==> src/rtl/raxm_pkg.sv <==
// Shared constants for the approximate-multiplier Wishbone page: register
// offsets, CTRL/STATUS bit positions, field widths and reset values.
package raxm_pkg;

    localparam int K_W = 4;

    localparam logic [7:0] OFF_CTRL    = 8'h00;
    localparam logic [7:0] OFF_OPA     = 8'h04;
    localparam logic [7:0] OFF_OPB     = 8'h08;
    localparam logic [7:0] OFF_STATUS  = 8'h0C;
    localparam logic [7:0] OFF_RESULT  = 8'h10;
    localparam logic [7:0] OFF_ACC     = 8'h14;
    localparam logic [7:0] OFF_OVF_CLR = 8'h18;

    localparam int CTRL_START   = 0;
    localparam int CTRL_ACC_EN  = 1;
    localparam int CTRL_ACC_CLR = 2;
    localparam int CTRL_IRQ_EN  = 3;
    localparam int CTRL_K_LSB   = 4;

    localparam int ST_BUSY    = 0;
    localparam int ST_EMPTY   = 1;
    localparam int ST_FULL    = 2;
    localparam int ST_OVF     = 3;
    localparam int ST_CNT_LSB = 4;
    localparam int ST_CNT_W   = 5;

    typedef struct packed {
        logic [K_W-1:0] k;
        logic           irq_en;
        logic           acc_en;
    } ctrl_t;

    localparam ctrl_t       RST_CTRL = '{k: '0, irq_en: 1'b0, acc_en: 1'b0};
    localparam logic [31:0] RST_WORD = 32'h0000_0000;

endpackage

==> src/rtl/raxm_result_fifo.sv <==
// Result FIFO: power-of-two depth, same-cycle push and pop allowed, a pop on
// an empty FIFO is ignored and the head reads through combinationally.
module raxm_result_fifo #(
    parameter int DEPTH  = 4,
    parameter int DATA_W = 32
) (
    input  logic                     clk,
    input  logic                     rst,
    input  logic                     push,
    input  logic [DATA_W-1:0]        push_data,
    input  logic                     pop,
    output logic [DATA_W-1:0]        pop_data,
    output logic [$clog2(DEPTH):0]   count,
    output logic                     empty,
    output logic                     full
);
    localparam int AW = $clog2(DEPTH);
    localparam int CW = AW + 1;

    logic [DATA_W-1:0] mem [DEPTH];
    logic [AW-1:0]     wr_ptr;
    logic [AW-1:0]     rd_ptr;
    logic              do_push;
    logic              do_pop;

    assign empty    = (count == '0);
    assign full     = (count == CW'(DEPTH));
    assign do_pop   = pop & ~empty;
    assign do_push  = push & (~full | do_pop);
    assign pop_data = mem[rd_ptr];

    always_ff @(posedge clk or posedge rst) begin
        if (rst) begin
            wr_ptr <= '0;
            rd_ptr <= '0;
            count  <= '0;
        end else begin
            if (do_push) wr_ptr <= wr_ptr + AW'(1);
            if (do_pop)  rd_ptr <= rd_ptr + AW'(1);
            case ({do_push, do_pop})
                2'b10:   count <= count + CW'(1);
                2'b01:   count <= count - CW'(1);
                default: count <= count;
            endcase
        end
    end

    always_ff @(posedge clk) begin
        if (do_push) mem[wr_ptr] <= push_data;
    end

endmodule

==> src/rtl/wb_raxm_pipe.sv <==
// Wishbone-mapped approximate multiplier: operand truncation, latency-matched
// multiply pipeline with FIFO credit check, result FIFO and wrapping accumulator.
module wb_raxm_pipe
    import raxm_pkg::*;
#(
    parameter int          WIDTH       = 16,
    parameter int          PIPE_STAGES = 2,
    parameter int          FIFO_DEPTH  = 4,
    parameter logic [31:0] BASE_ADDR   = 32'h3000_0000
) (
    input  logic        wb_clk_i,
    input  logic        wb_rst_i,
    input  logic        wbs_cyc_i,
    input  logic        wbs_stb_i,
    input  logic        wbs_we_i,
    input  logic [3:0]  wbs_sel_i,
    input  logic [31:0] wbs_adr_i,
    input  logic [31:0] wbs_dat_i,
    output logic [31:0] wbs_dat_o,
    output logic        wbs_ack_o,
    output logic [31:0] la_data_out,
    output logic        irq_o
);
    localparam int CW = $clog2(FIFO_DEPTH) + 1;

    function automatic logic [WIDTH-1:0] trunc_op(input logic [WIDTH-1:0] v,
                                                  input logic [K_W-1:0]   k);
        logic [WIDTH-1:0] r;
        for (int i = 0; i < WIDTH; i++) r[i] = v[i] & (i >= int'(k));
        return r;
    endfunction

    function automatic logic [31:0] approx_mul(input logic [WIDTH-1:0] a,
                                               input logic [WIDTH-1:0] b,
                                               input logic [K_W-1:0]   k);
        logic [2*WIDTH-1:0] p;
        logic [31:0]        r;
        p = {{WIDTH{1'b0}}, trunc_op(a, k)} * {{WIDTH{1'b0}}, trunc_op(b, k)};
        r = '0;
        r[2*WIDTH-1:0] = p;
        return r;
    endfunction

    ctrl_t             ctrl;
    logic [WIDTH-1:0]  opa;
    logic [WIDTH-1:0]  opb;
    logic              ovf;
    logic [31:0]       acc;

    logic [7:0]        off;
    logic              hit;
    logic              req;
    logic              wr;
    logic              rd;
    logic [31:0]       lane_mask;
    logic [31:0]       rdata;

    logic              wr_ctrl;
    logic              start_req;
    logic              acc_clr;
    logic              credit_ok;
    logic              issue;
    logic [4:0]        in_flight;

    logic [PIPE_STAGES-1:0] vld_p;
    logic [31:0]            prod_p [PIPE_STAGES];

    logic              push;
    logic [31:0]       push_data;
    logic              pop;
    logic [31:0]       fifo_head;
    logic [CW-1:0]     fifo_count;
    logic              fifo_empty;
    logic              fifo_full;

    logic              unused_bits;
    assign unused_bits = ^{wbs_adr_i[1:0], wbs_dat_i, wbs_sel_i};

    assign off       = {wbs_adr_i[7:2], 2'b00};
    assign hit       = (wbs_adr_i[31:8] == BASE_ADDR[31:8]);
    assign req       = wbs_cyc_i & wbs_stb_i & hit & ~wbs_ack_o;
    assign wr        = req & wbs_we_i;
    assign rd        = req & ~wbs_we_i;
    assign lane_mask = {{8{wbs_sel_i[3]}}, {8{wbs_sel_i[2]}}, {8{wbs_sel_i[1]}}, {8{wbs_sel_i[0]}}};

    assign wr_ctrl   = wr & (off == OFF_CTRL) & wbs_sel_i[0];
    assign start_req = wr_ctrl & wbs_dat_i[CTRL_START];
    assign acc_clr   = wr_ctrl & wbs_dat_i[CTRL_ACC_CLR];

    // Products still in the pipe hold a FIFO slot, so count them as occupied.
    always_comb begin
        in_flight = '0;
        for (int i = 0; i < PIPE_STAGES; i++) in_flight = in_flight + 5'(vld_p[i]);
    end

    assign credit_ok = (6'(fifo_count) + 6'(in_flight)) < 6'(FIFO_DEPTH);
    assign issue     = start_req & credit_ok;

    assign push      = vld_p[PIPE_STAGES-1];
    assign push_data = prod_p[PIPE_STAGES-1];
    assign pop       = rd & (off == OFF_RESULT);
    assign irq_o     = ctrl.irq_en & ~fifo_empty;

    always_comb begin
        rdata = RST_WORD;
        case (off)
            OFF_CTRL: begin
                rdata[CTRL_K_LSB +: K_W] = ctrl.k;
                rdata[CTRL_IRQ_EN]       = ctrl.irq_en;
                rdata[CTRL_ACC_EN]       = ctrl.acc_en;
            end
            OFF_OPA:    rdata[WIDTH-1:0] = opa;
            OFF_OPB:    rdata[WIDTH-1:0] = opb;
            OFF_STATUS: begin
                rdata[ST_BUSY]                   = |vld_p;
                rdata[ST_EMPTY]                  = fifo_empty;
                rdata[ST_FULL]                   = fifo_full;
                rdata[ST_OVF]                    = ovf;
                rdata[ST_CNT_LSB +: ST_CNT_W]    = ST_CNT_W'(fifo_count);
            end
            OFF_RESULT: rdata = fifo_empty ? RST_WORD : fifo_head;
            OFF_ACC:    rdata = acc;
            default:    rdata = RST_WORD;
        endcase
    end

    // Bus side: single-cycle registered ack, register writes on the ack edge.
    always_ff @(posedge wb_clk_i or posedge wb_rst_i) begin
        if (wb_rst_i) begin
            wbs_ack_o <= 1'b0;
            wbs_dat_o <= RST_WORD;
            ctrl      <= RST_CTRL;
            opa       <= '0;
            opb       <= '0;
            ovf       <= 1'b0;
        end else begin
            wbs_ack_o <= req;
            wbs_dat_o <= rd ? rdata : RST_WORD;
            if (wr_ctrl) begin
                ctrl.acc_en <= wbs_dat_i[CTRL_ACC_EN];
                ctrl.irq_en <= wbs_dat_i[CTRL_IRQ_EN];
                ctrl.k      <= wbs_dat_i[CTRL_K_LSB +: K_W];
            end
            if (wr && off == OFF_OPA)
                opa <= (opa & ~lane_mask[WIDTH-1:0]) | (wbs_dat_i[WIDTH-1:0] & lane_mask[WIDTH-1:0]);
            if (wr && off == OFF_OPB)
                opb <= (opb & ~lane_mask[WIDTH-1:0]) | (wbs_dat_i[WIDTH-1:0] & lane_mask[WIDTH-1:0]);
            if (start_req && !credit_ok)
                ovf <= 1'b1;
            else if (wr && off == OFF_OVF_CLR && wbs_sel_i[0] && wbs_dat_i[0])
                ovf <= 1'b0;
        end
    end

    // Stage p0 samples the pre-write operands and k; later stages only delay.
    always_ff @(posedge wb_clk_i or posedge wb_rst_i) begin
        if (wb_rst_i) begin
            vld_p <= '0;
        end else begin
            vld_p[0] <= issue;
            for (int i = 1; i < PIPE_STAGES; i++) vld_p[i] <= vld_p[i-1];
        end
    end

    always_ff @(posedge wb_clk_i) begin
        prod_p[0] <= approx_mul(opa, opb, ctrl.k);
        for (int i = 1; i < PIPE_STAGES; i++) prod_p[i] <= prod_p[i-1];
    end

    // Push stage: accumulate (clear wins over a coincident push) and mirror.
    always_ff @(posedge wb_clk_i or posedge wb_rst_i) begin
        if (wb_rst_i) begin
            acc         <= RST_WORD;
            la_data_out <= RST_WORD;
        end else begin
            if (acc_clr)
                acc <= RST_WORD;
            else if (push && ctrl.acc_en)
                acc <= acc + push_data;
            if (push)
                la_data_out <= push_data;
            else if (pop && !fifo_empty)
                la_data_out <= fifo_head;
        end
    end

    raxm_result_fifo #(
        .DEPTH  (FIFO_DEPTH),
        .DATA_W (32)
    ) u_fifo (
        .clk       (wb_clk_i),
        .rst       (wb_rst_i),
        .push      (push),
        .push_data (push_data),
        .pop       (pop),
        .pop_data  (fifo_head),
        .count     (fifo_count),
        .empty     (fifo_empty),
        .full      (fifo_full)
    );

endmodule
==> config.mk <==
export PLATFORM = sky130hd
export DESIGN_NAME = wb_raxm_pipe
export DESIGN_NICKNAME = d
export VERILOG_FILES = /design/src/rtl/raxm_pkg.sv /design/src/rtl/raxm_result_fifo.sv /design/src/rtl/wb_raxm_pipe.sv
export SDC_FILE = /design/constraint.sdc
export NUM_CORES = 1
export LEC_CHECK = 0
export ABC_AREA = 1
export ABC_CLOCK_PERIOD_IN_PS = 5700
export CAP_MARGIN = 40
export CORE_MARGIN = 3
export CORE_UTILIZATION = 23
export CTS_CLUSTER_DIAMETER = 60
export DETAILED_ROUTE_END_ITERATION = 8
export PLACE_DENSITY = 0.37
export SLEW_MARGIN = 20
export SYNTH_ARGS = -nofsm -noshare
export SYNTH_HDL_FRONTEND = slang
export SYNTH_SLANG_ARGS = --single-unit
==> constraint.sdc <==
create_clock -name wb_clk_i -period 5.7 [get_ports wb_clk_i]
set_clock_uncertainty 0.15 [all_clocks]
set_input_delay 1.14 -clock wb_clk_i [delete_from_list [all_inputs] [get_ports wb_clk_i]]
set_output_delay 1.14 -clock wb_clk_i [all_outputs]
set_load 0.1 [all_outputs]
### Word level (Yosys, flattened, before mapping)

Memory sizes are Yosys's and may differ from the RTL's.
Cells that the tools add are included.

* add/sub/neg operators: 7
* $mul: 1
* magnitude comparators: 16
* equal/unequal tests: 10
* mux-type cells: 18
* bitwise gates (word level): 55
* reductions and logical operators: 17

Operator list (count)
* $mux 32: 6
* $and 16x16->16: 3
* $and 1x1->1: 44
* $add 32x32->32: 1
* $mul 16x16->32: 1
* $or 16x16->16: 2
* $pmux 16 s2: 1
* $pmux 5 s6: 1
* $ge 4x4->1 const A: 7
* $pmux 7 s4: 1
* $eq 24x22->1 const B: 1
* $eq 6x3->1 const B: 3
* $ge 3x4->1 const A: 4
* $not 16->16: 1
* $eq 6x2->1 const B: 2
* $pmux 1 s5: 2
* $ge 1x4->1 const A: 2
* $ge 2x4->1 const A: 2
* $logic_and 1x1->1: 8
* $logic_not 8->1: 1
* $reduce_bool 2->1: 4
* $eq 6x1->1 const B: 1
* $pmux 1 s6: 1
* $pmux 3 s2: 1
* other kinds (16): 24

* bits in registers: 145
* RAM bits: 192
* input port bits: 73
* output and inout bits: 66
* logic and storage cells: 140
* memories kept: 2

Memory list
* u_fifo.mem: words 4, bits a word 32, rd ports 1, clocked after Yosys merged registers in 0, write ports 1, RTL line raxm_result_fifo.sv:20 `logic [DATA_W-1:0] mem [DEPTH];`
* prod_p: words 2, bits a word 32, rd ports 2, clocked after Yosys merged registers in 0, write ports 2, RTL line wb_raxm_pipe.sv:66 `logic [31:0] prod_p [PIPE_STAGES];`

### Longest topological paths before layout

* depth after elaboration: 10
* gate-level depth with buffers: 30
* depth with buffers taken out: 28

### Modules after synthesis

Synthesis repeated with hierarchy kept, for this count alone.

* cell total of the unflattened synthesis: 2783
* area total of the unflattened synthesis: 23731.5 µm²

Modules (own cells, without submodules)
* wb_raxm_pipe: times used 1, cells each 2377, area an instance 18457.7 µm², seq. area each 4734.5 µm²
* raxm_result_fifo: times used 1, cells each 406, area an instance 5273.8 µm², seq. area each 4018.9 µm²

### Worst setup path after synthesis

No wires, ideal clock.

* path kind: flip-flop to flip-flop
* start: register ctrl[4] (netlist name)
* end: memory prod_p[0][24]
* setup time: 0.113 ns
* arrival: 5.608 ns
* data required time: 5.437 ns
* slack: -0.170 ns
* cell stages (with the launch flop): 24
* path buffers: 0
* clock period less this slack: 5.870 ns
* cell sequence: dfrtp_1 > nand2_1 > inv_1 > nor3_1 > clkinv_1 > nor2_1 > fa_1 > inv_1 > fa_1 > fa_1 > inv_1 > fa_1 > fa_1 > inv_1 > fa_1 > inv_1 > ha_1 > nand2_1 > nor2_1 > inv_1 > nor3_1 > or3b_1 > nand4_1 > nand2_1

RTL lines
* start, declared: RTL line wb_raxm_pipe.sv:44 `ctrl_t ctrl;`
* end, declared: RTL line wb_raxm_pipe.sv:66

==> flow_summary_export.csv <==
group,metric,value,unit
run_status,status,"finished with violations",
run_status,violations,"negative setup slack",
cells_and_area,multi_input_area,13800,sq um
placed_design,place_congestion,0.897,
cells_and_area,fin_area,32500,sq um
logic_synthesis,synth_area,23600,sq um
drt,drc,0,
setup_path,critPathKind,"reg2reg",
clocking,cts_tree,"built",
pwr,power.density,165,nW/um^2
clocking,clkSlewWorstSetupHoldPaths,0.06,ns
logic_synthesis,synth-seq-cells,337,
clocking,cts_inserted_buffers,45,
clocking,insertion_delay,0.59,ns
clocking,ctsRootBufferMaster,"clkbuf_16",
placed_design,place_inst,4426,
placed_design,dp_hpwl,70100,microns
global_routing,gr-usage-all-layers,0.165,
setup_path,required,6.02,ns
timing,setup-tns-final,-4.09,ns
cells_and_area,area_delta_synth_final,37.9,%
drt,wl,87200,microns
floorplanning,start_util,0.234,
global_routing,grt_pass1_wl,134000,microns
placed_design,dpl_worst_slack,-0.707,ns
logic_synthesis,ys.flop_type,"dfrtp_1",
timing,grt_setup_unrepaired,"yes",
floorplanning,io_pins,139,
logic_synthesis,synth-edff-count,128,
logic_synthesis,avgSynthCellArea,8.77,sq um
timing,slew_viol_final,0,
timing,setup_viol,20,
logic_synthesis,synthArstFlopShare,0.430,
setup_path,critical_path_arrival,6.36,ns
timing,hold_viol,0,
timing,finalCritPeriodShare,1.06,
clocking,clk_path_buf_depth,3,
floorplanning,die_w,326,microns
setup_path,worstPathMaxFanout,6,
logic_synthesis,yosys_warnings,0,
floorplanning,dieArea,106000,sq um
pwr,static-leakage-power,15.3,nW
floorplanning,die_h,326,microns
placed_design,dpl_cell_area,29500,sq um
timing,fin_crit,6.05,ns
global_routing,grt_max_degree,80,
global_routing,globalRouteOverflowTotal,0,
logic_synthesis,syn_nets,3094,
global_routing,antenna_found_initial,1,
worst_hold_path,hp-class,"reg2reg",
logic_synthesis,synth.distinct_cells,59,
cells_and_area,register_area,8760,sq um
cells_and_area,finalNonFillerCells,4554,
setup_path,end_kind,"flip-flop",
timing,tightest_slew,0.793,ns
drt,antenna_left,0,
timing,fmax,0.165,GHz
setup_path,cp-start-kind,"flip-flop",
timing,setup_ws,-0.347,ns
placed_design,port_buffers,118,
pwr,ir_worst_vdd,0.178,mV
drt,wire_per_inst,19.2,microns
cells_and_area,antennaDiodeCount,0,
drt,first_pass_iters,5,
logic_synthesis,synth_cells,2685,
cells_and_area,drive_gt1_frac,0.239,
cells_and_area,layout.nets,3570,
global_routing,grt_pass1_vias,21600,
job,drv_cap,0,
floorplanning,rows,116,
logic_synthesis,seq_area_frac_synth,0.372,
floorplanning,coreArea,101000,sq um
drt,drtIter0Drc,1123,
drt,via_per_inst,4.38,
timing,max-slew-margin-rel,0.472,
clocking,h-tree-depth,2,
cells_and_area,n_fill_cell,10600,
timing,hold-worst-slack,0.166,ns
drt,vias,20000,
clocking,cts_sinks,337,
==> worst paths after layout <==
path	from	end	slack, ns	depth (start not counted)
max	ctrl[4]	prod_p[0][24]	-0.35	25
min	prod_p[0][9]	prod_p[0][41]	0.17	0
max reg2reg	ctrl[4]	prod_p[0][24]	-0.35	25
min reg2reg	prod_p[0][9]	prod_p[0][41]	0.17	0
max in group asynchronous	wb_rst_i	la_data_out[24]	3.58	4
min in group asynchronous	wb_rst_i	wbs_dat_o[4]	0.74	2
==> worst max-delay path, stage by stage (launching register included) <==
cell,delay [ns]
dfrtp_2,0.45
buf_6,0.15
nand2_4,0.05
inv_4,0.04
buf_6,0.11
nor3_4,0.18
buf_6,0.18
buf_6,0.11
nand2_1,0.06
fa_1,0.48
inv_1,0.05
fa_1,0.48
fa_1,0.56
fa_1,0.47
fa_1,0.55
inv_1,0.07
fa_1,0.49
inv_2,0.05
ha_4,0.30
nand2_2,0.08
nor2_4,0.11
inv_2,0.05
nor3_4,0.15
or3b_4,0.40
nand4_1,0.09
nand2_1,0.06
==> layout make-up <==
cell class | count | share of cell area
tap | 1357 | 0.0522
clock inverter | 19 | 0.00578
sequential | 337 | 0.269
inverter | 462 | 0.0546
multi-input combinational | 1825 | 0.425
timing repair buffer | 490 | 0.154
clock buffer | 64 | 0.0395
==> flip-flops by register name, summed over array words and instances (netlist names), named ones only <==
register and count:
u_fifo.count 3, u_fifo.mem 128, la_data_out 32, ctrl 6, u_fifo.rd_ptr 2, ovf 1
u_fifo.wr_ptr 2, acc 32, wbs_ack_o 1, wbs_dat_o 32, prod_p 64, vld_p 2
==> synth_stat cells, types with 9 or more instances <==
master / instances / area share
nand2_1: 572 / 0.091
inv_1: 441 / 0.070
nor2_1: 301 / 0.048
fa_1: 196 / 0.17
dfrtp_1: 145 / 0.15
ha_1: 140 / 0.074
nand3_1: 136 / 0.029
edfxtp_1: 128 / 0.16
o21ai_0: 112 / 0.024
a21oi_1: 97 / 0.021
dfxtp_1: 64 / 0.054
clkbuf_1: 33 / 0.0053
nand4_1: 30 / 0.0080
xor2_1: 28 / 0.010
o22ai_1: 26 / 0.0069
o21ai_1: 19 / 0.0040
a31oi_1: 18 / 0.0048
xnor2_1: 17 / 0.0063
buf_2: 16 / 0.0034
nand2_2: 15 / 0.0040
nor3_1: 13 / 0.0028
nand3_2: 12 / 0.0051
o211ai_1: 10 / 0.0032
o21ai_2: 10 / 0.0037
a211oi_1: 9 / 0.0029
clkinv_1: 9 / 0.0014
inv_2: 9 / 0.0014
==> cells by family (layout without fill, tap and decap cells) <==
group                      after synthesis  after routing  synth area share
adders and majority gates              336            336             0.241
buffers and inverters                  523           1035            0.0877
DFF                                    337            337             0.372
and+or+nand+nor                       1109           1109             0.200
AOI/OAI and AO/OA                      335            335            0.0827
xor gates and xnor gates                45             45            0.0167
==> timing repair <==
item	in CTS	in global routing
buffers inserted	24	23
cloned	1	1
pin swaps	49	74
gates resized for setup	155	181
hold endpoints to repair	0	0
hold buffers	0	0
setup endpoints to repair	21	24
==> cells in the final DEF, fill, tap and decap left out, types with 8 or more instances in the layout <==
cell,n
nand3_2,20
nor3_1,8
buf_16,25
o22ai_1,26
inv_1,392
ha_4,15
dfrtp_1,143
nand3_1,125
clkdlybuf4s50_1,118
clkbuf_1,11
nand2_2,50
edfxtp_1,128
clkbuf_16,46
o21ai_0,101
nand2_1,525
nor2_2,42
a211oi_1,9
o211ai_1,10
nand4_1,30
xnor2_1,14
a32o_1,8
dfxtp_1,64
buf_4,259
fa_1,182
fa_2,14
o21ai_1,23
inv_6,8
nand2_4,14
o21ai_2,16
a21oi_2,12
buf_6,38
ha_1,122
clkinv_1,8
a31oi_1,16
a21oi_1,84
nor2_4,29
inv_2,52
xor2_1,26
nor2_1,241
buf_8,43
==> routing by layer <==
metal	up-vias	global-route usage	wire, microns
met3	100	0.0240	3560
met1	9979	0.212	38600
li1	9526	-	-
met5	-	0	0
met4	0	0.0473	2470
met2	349	0.288	42600
==> report_power, final <==
group	total [W]	switching (W)	internal [W]	leakage, nW
sequential	0.00250	0.00000000000545	0.00250	3.60
combinational	0.0000944	0.0000530	0.0000413	11.0
clock	0.00278	0.00114	0.00163	0.716
total	0.00537	0.00120	0.00417	15.3
==> through the flow <==
step | util | total power [W]
after floorplan | - | 0.00258
after global placement | 0.279 | 0.00264
after detailed placement | 0.292 | 0.00264
after CTS | 0.315 | 0.00547
after global routing | 0.322 | 0.00557
final | 0.322 | 0.00537
(Power assumes the default switching activity.)
